`src/rtl/led_chaser_prescaled.sv`:
```
`default_nettype none
// +----------------------------------------------------------------------------+
// | led_chaser_prescaled                                                       |
// | WIDTH-bit LED pattern chaser stepped by a tap-selectable prescaler.        |
// | Optional hold input enabled by defining LED_CHASER_HOLD_EN.                |
// | Revision: 1.0                                                              |
// +----------------------------------------------------------------------------+
module led_chaser_prescaled #(
    parameter int WIDTH    = 6,
    parameter int DIV_BITS = 16,
    parameter int TAP0     = 3,
    parameter int TAP1     = 6,
    parameter int TAP2     = 8,
    parameter int TAP3     = 12
) (
    input  logic             clk,
    input  logic             rst_n,
    input  logic             enable,
    input  logic             bypass,
    input  logic [1:0]       div_sel,
    input  logic [1:0]       mode,
    input  logic             load,
    input  logic [WIDTH-1:0] load_val,
`ifdef LED_CHASER_HOLD_EN
    input  logic             hold,
`endif
    output logic [WIDTH-1:0] leds,
    output logic             tick,
    output logic             wrap
);

    localparam logic [1:0] MODE_ROT_L  = 2'b00;
    localparam logic [1:0] MODE_ROT_R  = 2'b01;
    localparam logic [1:0] MODE_BOUNCE = 2'b10;
    localparam logic [1:0] MODE_FILL   = 2'b11;

    localparam logic [WIDTH-1:0] ONE      = {{(WIDTH-1){1'b0}}, 1'b1};
    localparam logic [WIDTH-1:0] ALL_ONES = {WIDTH{1'b1}};

    typedef enum logic {
        LEFT  = 1'b0,
        RIGHT = 1'b1
    } dir_t;

    logic [DIV_BITS-1:0] cnt, cnt_nxt;
    logic [WIDTH-1:0]    leds_nxt, pattern_nxt;
    dir_t                dir, dir_nxt, pattern_dir;
    logic                tick_nxt, wrap_nxt;
    logic                tap_hit, step, hold_act, one_hot;

`ifdef LED_CHASER_HOLD_EN
    assign hold_act = hold;
`else
    assign hold_act = 1'b0;
`endif

    // Step fires when the low T+1 prescaler bits are all ones for the selected tap.
    always_comb begin
        tap_hit = 1'b0;
        case (div_sel)
            2'd0:    tap_hit = &cnt[TAP0:0];
            2'd1:    tap_hit = &cnt[TAP1:0];
            2'd2:    tap_hit = &cnt[TAP2:0];
            default: tap_hit = &cnt[TAP3:0];
        endcase
    end

    assign step    = enable & ~hold_act & (bypass | tap_hit);
    assign one_hot = (leds != '0) && ((leds & (leds - ONE)) == '0);

    always_comb begin
        pattern_nxt = leds;
        pattern_dir = dir;
        case (mode)
            MODE_ROT_L: begin
                if (leds == '0)            pattern_nxt = ONE;
                else if (leds == ALL_ONES) pattern_nxt = '0;
                else                       pattern_nxt = {leds[WIDTH-2:0], leds[WIDTH-1]};
            end
            MODE_ROT_R: begin
                if (leds == '0)            pattern_nxt = ONE;
                else if (leds == ALL_ONES) pattern_nxt = '0;
                else                       pattern_nxt = {leds[0], leds[WIDTH-1:1]};
            end
            MODE_BOUNCE: begin
                // Reversal happens on the step that leaves an end bit, giving 2*(WIDTH-1) steps.
                if (!one_hot) begin
                    pattern_nxt = ONE;
                    pattern_dir = LEFT;
                end else if (dir == LEFT && leds[WIDTH-1]) begin
                    pattern_nxt = leds >> 1;
                    pattern_dir = RIGHT;
                end else if (dir == RIGHT && leds[0]) begin
                    pattern_nxt = leds << 1;
                    pattern_dir = LEFT;
                end else if (dir == LEFT) begin
                    pattern_nxt = leds << 1;
                end else begin
                    pattern_nxt = leds >> 1;
                end
            end
            MODE_FILL: begin
                if (leds == ALL_ONES) pattern_nxt = '0;
                else                  pattern_nxt = {leds[WIDTH-2:0], 1'b1};
            end
            default: pattern_nxt = leds;
        endcase
    end

    always_comb begin
        cnt_nxt  = cnt;
        leds_nxt = leds;
        dir_nxt  = dir;
        tick_nxt = 1'b0;
        wrap_nxt = 1'b0;
        if (load) begin
            cnt_nxt  = '0;
            leds_nxt = load_val;
            dir_nxt  = LEFT;
        end else begin
            if (enable) cnt_nxt = cnt + DIV_BITS'(1);
            if (step) begin
                leds_nxt = pattern_nxt;
                dir_nxt  = pattern_dir;
                tick_nxt = 1'b1;
                wrap_nxt = (pattern_nxt == ONE);
            end
        end
    end

    always_ff @(posedge clk or negedge rst_n) begin
        if (!rst_n) begin
            cnt  <= '0;
            leds <= '0;
            dir  <= LEFT;
            tick <= 1'b0;
            wrap <= 1'b0;
        end else begin
            cnt  <= cnt_nxt;
            leds <= leds_nxt;
            dir  <= dir_nxt;
            tick <= tick_nxt;
            wrap <= wrap_nxt;
        end
    end

endmodule
`default_nettype wire

```
`config.mk`:
```
export PLATFORM = sky130hd
export DESIGN_NAME = led_chaser_prescaled
export DESIGN_NICKNAME = d
export VERILOG_FILES = /design/src/rtl/led_chaser_prescaled.sv
export SDC_FILE = /design/constraint.sdc
export NUM_CORES = 1
export LEC_CHECK = 0
export ABC_AREA = 1
export BUFFER_PORTS_ARGS = -buffer_cell sky130_fd_sc_hd__buf_4
export CAP_MARGIN = 0
export CORE_MARGIN = 2
export CORE_UTILIZATION = 45
export CTS_CLUSTER_SIZE = 20
export DETAILED_ROUTE_END_ITERATION = 7
export GPL_ROUTABILITY_DRIVEN = 0
export GPL_TIMING_DRIVEN = 0
export PLACE_DENSITY = 0.65
export SLEW_MARGIN = 20
export SYNTH_ARGS = -nofsm -noshare
export SYNTH_HDL_FRONTEND = slang
export SYNTH_SLANG_ARGS = --single-unit
```
`constraint.sdc`:
```
create_clock -name clk -period 2 [get_ports clk]
set_input_delay 0.5 -clock clk [delete_from_list [all_inputs] [get_ports clk]]
set_output_delay 0.5 -clock clk [all_outputs]
set_load 0.1 [all_outputs]
```
Word level (Yosys, flattened, before mapping)
Index checks and enable logic that the tools add are counted.
Widths: inputs -> output; s select.
{ "word_totals": {"inputBits": 15, "elab_cells": 60, "ff_bits": 25} }
{ "classes": {"n_eq_ne": 8, "addsub": 2, "n_reduce_logical": 16, "muxes": 25, "n_bitwise": 4} }
{ "ops": {"columns": ["operator", "count"], "rows": [
  ["$mux 6", 11],
  ["$mux 16", 2],
  ["$pmux 6 s4", 1],
  ["$add 16x1->16 const B", 1],
  ["$reduce_and 13->1", 1],
  ["$logic_not 6->1", 2],
  ["$mux 1", 10],
  ["$reduce_and 9->1", 1],
  ["$reduce_and 7->1", 1],
  ["$and 6x6->6", 1],
  ["$eq 2x2->1 const B", 3],
  ["$eq 6x1->1 const B", 1],
  ["$eq 6x6->1 const B", 1],
  ["$reduce_bool 2->1", 3],
  ["$reduce_bool 6->1", 1],
  ["$sub 6x1->6 const B", 1],
  ["$eq 2x1->1 const B", 2],
  ["$logic_not 2->1", 2],
  ["$ne 4x2->1 const B", 1],
  ["$reduce_and 4->1", 1],
  ["$logic_and 1x1->1", 3],
  ["$pmux 1 s3", 1],
  ["$reduce_and 3->1", 1],
  ["$and 1x1->1", 1],
  ["2 further kinds", 2]
]} }

Depth between registers and ports, before layout
{ "logic_depth": {"word_depth": 9, "ltp_mapped": 12} }

Least setup slack after synthesis
No wires, ideal clock.
{ "synth_timing": {"kind": "register to register", "from": "register leds[0]", "to": "register wrap", "stages_incl_launch_ff": 13, "t_required_ns": 1.929, "t_arrival_ns": 2.056, "slack_ns": -0.127, "period_less_slack_ns": 2.127, "path_buffers": 2, "setup_time_ns": 0.071, "cell_sequence": "dfrtp_1 buf_6 nand2_2 nor2_4 nand2_2 buf_6 nand3_1 nand2_1 clkinv_1 nand3_1 nor2_1 nand3_1 nor2_1"} }
{ "synth_via": {"elab_chain_cells": 9} }
{ "synth_lines": {"columns": ["element", "line", "rtl"], "rows": [
  ["start: declaration", "27", "output logic [WIDTH-1:0] leds,"],
  ["start signal: assignment", "140", "leds <= leds_nxt;"],
  ["$sub 6x1->6", "69", "assign one_hot = (leds != '0) && ((leds & (leds - ONE)) == '0);"],
  ["$and 6x6->6", "69", null],
  ["$logic_not 6->1", "69", null],
  ["$logic_and 1x1->1", "69", null],
  ["$mux 6", "87", "if (!one_hot) begin"],
  ["$pmux 6 s4 *", "74", "case (mode)"],
  ["$eq 6x1->1 *", "126", "wrap_nxt = (pattern_nxt == ONE);"],
  ["$mux 1 *", "122", "if (step) begin"],
  ["$mux 1 *", "116", "if (load) begin"],
  ["named net wrap_nxt", "48", "logic tick_nxt, wrap_nxt;"],
  ["end signal: assignment", "143", "wrap <= wrap_nxt;"],
  ["end: declaration", "29", "output logic wrap"]
]} }
Mark *: on every way through the listed nets, which the timed path passes. The rest lies on a longest branch.
A chain may end at the register's enable or synchronous reset.

Final worst setup path
{ "layout_timing": {"from": "register leds[2]", "to": "register leds[0]"} }
{ "layout_via": {"elab_chain_cells": 8} }
{ "layout_lines": {"columns": ["element", "line"], "rows": [
  ["$sub 6x1->6", "69"],
  ["$and 6x6->6", "69"],
  ["$logic_not 6->1", "69"],
  ["$logic_and 1x1->1", "69"],
  ["$mux 6", "87"],
  ["$pmux 6 s4 *", "74"],
  ["$mux 6 *", "122"],
  ["$mux 6 *", "116"]
]} }
Every way passes the cells marked *; elsewhere a longest branch is shown, timed or not. The select of a mux whose other input is x is not followed.

==> flow_results.xml <==
<?xml version="1.0" encoding="UTF-8"?>
<metrics>
  <group name="worst_setup_path">
    <metric name="path_cells" unit="">buf_6, nor2_1, nand2_1, o21ai_1, nand3_1, nand2_1, a21oi_1, nand2_1, nand3_1</metric>
    <metric name="criticalPathCategory" unit="">reg2reg</metric>
    <metric name="cp_max_fo" unit="">8</metric>
    <metric name="critical_path.slowest_cell" unit="">sky130_fd_sc_hd__dfrtp_2</metric>
    <metric name="crit_start" unit="">leds[2]</metric>
    <metric name="worstSetupEndpointType" unit="">flip-flop</metric>
    <metric name="setup.worst_path.start_class" unit="">flip-flop</metric>
    <metric name="crit_path_max_incr_delay" unit="ns">0.43</metric>
    <metric name="timing.rr.start" unit="">leds[2]</metric>
    <metric name="worst-path-buf-inv" unit="">1</metric>
    <metric name="cell_depth_of_the_worst_flop_to_flop_path" unit="">9</metric>
    <metric name="worst_path_most_repeated_cell" unit="">sky130_fd_sc_hd__nand2_1</metric>
    <metric name="critical_path_arrival" unit="ns">2.00</metric>
    <metric name="critical_path.top_delay_family" unit="">simple AND/OR/NAND/NOR gates</metric>
    <metric name="worst-endpoint-required" unit="ns">2.20</metric>
    <metric name="critical_path_depth_in_cells" unit="">9</metric>
  </group>
  <group name="floorplan">
    <metric name="core-area" unit="sq mm">0.00339</metric>
    <metric name="floorplan.die.height" unit="um">63.7</metric>
    <metric name="initial_utilization" unit="%">47.4</metric>
    <metric name="die_width" unit="um">63.7</metric>
    <metric name="rows" unit="">21</metric>
    <metric name="die-area" unit="sq mm">0.00406</metric>
    <metric name="ios" unit="">23</metric>
  </group>
  <group name="layout">
    <metric name="fin_util" unit="%">56.3</metric>
    <metric name="antennaDiodeCount" unit="">0</metric>
    <metric name="area_delta_synth_final" unit="%">18.9</metric>
    <metric name="mostFrequentLayoutCells" unit="">53 x sky130_fd_sc_hd__nand2_1, 40 x sky130_fd_sc_hd__nand3_1, 31 x sky130_fd_sc_hd__nor2_1</metric>
    <metric name="layout.cells.most_common" unit="">sky130_fd_sc_hd__nand2_1</metric>
    <metric name="drive_gt1_share" unit="%">21.4</metric>
    <metric name="nets" unit="">284</metric>
  </group>
  <group name="synth">
    <metric name="yosys.area.top_type" unit="">sky130_fd_sc_hd__dfrtp_1</metric>
    <metric name="synth.top_cells.by_area" unit="">sky130_fd_sc_hd__dfrtp_1 34%, sky130_fd_sc_hd__nand3_1 13%, sky130_fd_sc_hd__nand2_1 12%</metric>
    <metric name="mean_instance_size_in_the_synthesized_netlist" unit="sq um">6.66</metric>
    <metric name="number_of_storage_elements_in_the_synthesis_netlist" unit="">22</metric>
    <metric name="postSynthCellCount" unit="">241</metric>
    <metric name="synth-edff-count" unit="">0</metric>
    <metric name="post_synth_num_cell_types" unit="">29</metric>
    <metric name="synth_fp_nets" unit="">258</metric>
    <metric name="sequential_area_share_after_synthesis" unit="%">34.3</metric>
    <metric name="synth.cell_area" unit="sq mm">0.00161</metric>
    <metric name="synthDominantCellAreaShare" unit="%">34.3</metric>
    <metric name="postSynth.topFlopCell" unit="">sky130_fd_sc_hd__dfrtp_1</metric>
    <metric name="synthArstFlopShare" unit="%">100</metric>
    <metric name="synthesis_warnings" unit="">0</metric>
  </group>
  <group name="hold_path">
    <metric name="worstHoldPathType" unit="">in2async</metric>
  </group>
  <group name="grt">
    <metric name="grt_first_pass_wirelength" unit="mm">7.04</metric>
    <metric name="grt_overflow_total" unit="">0</metric>
    <metric name="grt_antenna_before_repair" unit="">0</metric>
    <metric name="grt.total_usage" unit="%">21.6</metric>
    <metric name="grt_pass1_vias" unit="">1523</metric>
    <metric name="grt_max_degree" unit="">23</metric>
  </group>
  <group name="routing">
    <metric name="routed_len_inst" unit="um">12.3</metric>
    <metric name="ant_nets" unit="">0</metric>
    <metric name="count_of_routing_violations_after_the_opening_detailed_route_iteration" unit="">132</metric>
    <metric name="drt-vias-per-instance" unit="">5.10</metric>
    <metric name="remaining_drc_errors" unit="">0</metric>
    <metric name="route.final.wire_length" unit="mm">3.82</metric>
    <metric name="routed-via-count" unit="">1591</metric>
    <metric name="detailedRoute.firstPassIterationCount" unit="">4</metric>
  </group>
  <group name="pwr">
    <metric name="peakVddDrop" unit="V">0.000568</metric>
    <metric name="power.density_cell_area" unit="mW/mm^2">638</metric>
    <metric name="total_power" unit="mW">1.22</metric>
    <metric name="p_leak" unit="nW">0.900</metric>
  </group>
  <group name="place">
    <metric name="hpwl" unit="mm">2.92</metric>
    <metric name="dpl_worst_slack" unit="ns">0.0104</metric>
    <metric name="numPortBuffers" unit="">21</metric>
  </group>
  <group name="run_status">
    <metric name="run_status" unit="">completed</metric>
  </group>
  <group name="job">
    <metric name="number_of_max_cap_violations" unit="">0</metric>
  </group>
  <group name="clock_network">
    <metric name="cts.sinks" unit="">22</metric>
    <metric name="clock_tree_from_tritoncts" unit="">built</metric>
    <metric name="cts_htree_levels" unit="">1</metric>
    <metric name="cts_made_buffers" unit="">3</metric>
    <metric name="clk_pin_slew" unit="ns">0.13</metric>
    <metric name="clockRootBuffer" unit="">sky130_fd_sc_hd__clkbuf_4</metric>
    <metric name="clkLatencyLatePin" unit="ns">0.31</metric>
    <metric name="clock_path_buffers" unit="">2</metric>
    <metric name="hold_buffers" unit="">0</metric>
  </group>
  <group name="sta">
    <metric name="final_min_period_over_clock_period" unit="%">89.8</metric>
    <metric name="worst_pin_slew" unit="ns">0.505</metric>
    <metric name="fmax" unit="GHz">0.557</metric>
    <metric name="report.final.setup_viol" unit="">0</metric>
    <metric name="max_slew_margin" unit="%">66.1</metric>
    <metric name="hold_slack" unit="ns">0.0511</metric>
    <metric name="unrepaired_setup_endpoints_after_global_routing" unit="">no</metric>
    <metric name="layout_min_cycle_time" unit="ns">1.80</metric>
    <metric name="final-hold-violation-count" unit="">0</metric>
    <metric name="clock-skew-final" unit="ns">0.00530</metric>
    <metric name="timing.final.max_slew_violations" unit="">0</metric>
    <metric name="setup_slack" unit="ns">0.204</metric>
  </group>
</metrics>
[final timing paths]
path | to | slack [ns]
max reg2reg | leds[0] | 0.20
min in group clk | leds[1] | 0.40
max in group asynchronous | leds[2] | 1.70
min | cnt[1] | 0.05
min reg2reg | cnt[4] | 0.50
max | leds[0] | 0.20
[metrics by stage]
step / TNS, ns / cell area [sq um] / cells
finish: 0 / 1910 / 312
global route: 0 / 1910 / 312
CTS: 0 / 1880 / 312
detailed placement: 0 / 1830 / 308
global placement: -0.0195 / 1830 / 308
floorplan: 0 / 1610 / 241
[cell families (layout without fill, tap and decap cells)]
family	after synthesis	in the layout	share of synthesized area (%)
and+or+nand+nor	151	151	43.4
buffers and inverters	35	60	10.3
AOI/OAI and AO/OA	31	31	10.4
DFF	22	22	34.3
adders and majority gates	2	2	1.56
[timing repair]
| action | in CTS | in global routing |
|---|---|---|
| gates resized for setup | 1 | 8 |
| cloned | 0 | 0 |
| setup endpoints to repair | 4 | 8 |
| setup buffers | 0 | 0 |
| pin swaps | 0 | 0 |
[sequential cells by signal, indices dropped and copies added, names as in the netlist]
name  count
cnt      13
leds      6
dir       1
tick      1
wrap      1
[layer usage]
layer  share of wire [%]  track usage [%]  up-vias
li1                    -                -      844
met1                  53             33.8      702
met2                  42             32.2       43
met3                 5.5             3.57        2
met4                0.34             2.17        0
met5                   0                0        -
[power breakdown]
group	switching, mW	leakage (nW)	internal [mW]	total [mW]
logic	0.275	0.584	0.113	0.388
registers	0.0258	0.288	0.466	0.492
clock network	0.136	0.0279	0.202	0.339
total	0.437	0.900	0.782	1.22
[Yosys cell counts (2+ instances only)]
| cell | number |
|---|---|
| sky130_fd_sc_hd__buf_6 | 4 |
| sky130_fd_sc_hd__o21ai_0 | 10 |
| sky130_fd_sc_hd__nand3b_1 | 3 |
| sky130_fd_sc_hd__ha_1 | 2 |
| sky130_fd_sc_hd__nand2_1 | 53 |
| sky130_fd_sc_hd__o21ai_1 | 3 |
| sky130_fd_sc_hd__nor2_2 | 3 |
| sky130_fd_sc_hd__inv_1 | 23 |
| sky130_fd_sc_hd__clkbuf_1 | 2 |
| sky130_fd_sc_hd__nor3_1 | 6 |
| sky130_fd_sc_hd__nor2_4 | 2 |
| sky130_fd_sc_hd__nor3_2 | 2 |
| sky130_fd_sc_hd__nor2_1 | 32 |
| sky130_fd_sc_hd__inv_2 | 2 |
| sky130_fd_sc_hd__nand3_1 | 42 |
| sky130_fd_sc_hd__a21oi_1 | 13 |
| sky130_fd_sc_hd__dfrtp_1 | 22 |
| sky130_fd_sc_hd__clkinv_1 | 3 |
| sky130_fd_sc_hd__nand2_2 | 4 |
[layout make-up]
cell class | instances | area (sq um)
Tap cell | 46 | 57.6
Clock inverter | 1 | 30.0
Sequential cell | 22 | 558
Inverter | 28 | 108
Buffer | 7 | 60.1
Timing Repair Buffer | 21 | 158
Clock buffer | 3 | 22.5
Multi-Input combinational cell | 184 | 916
Fill cell | 358 | 1480
(Power assumes the default switching activity.)
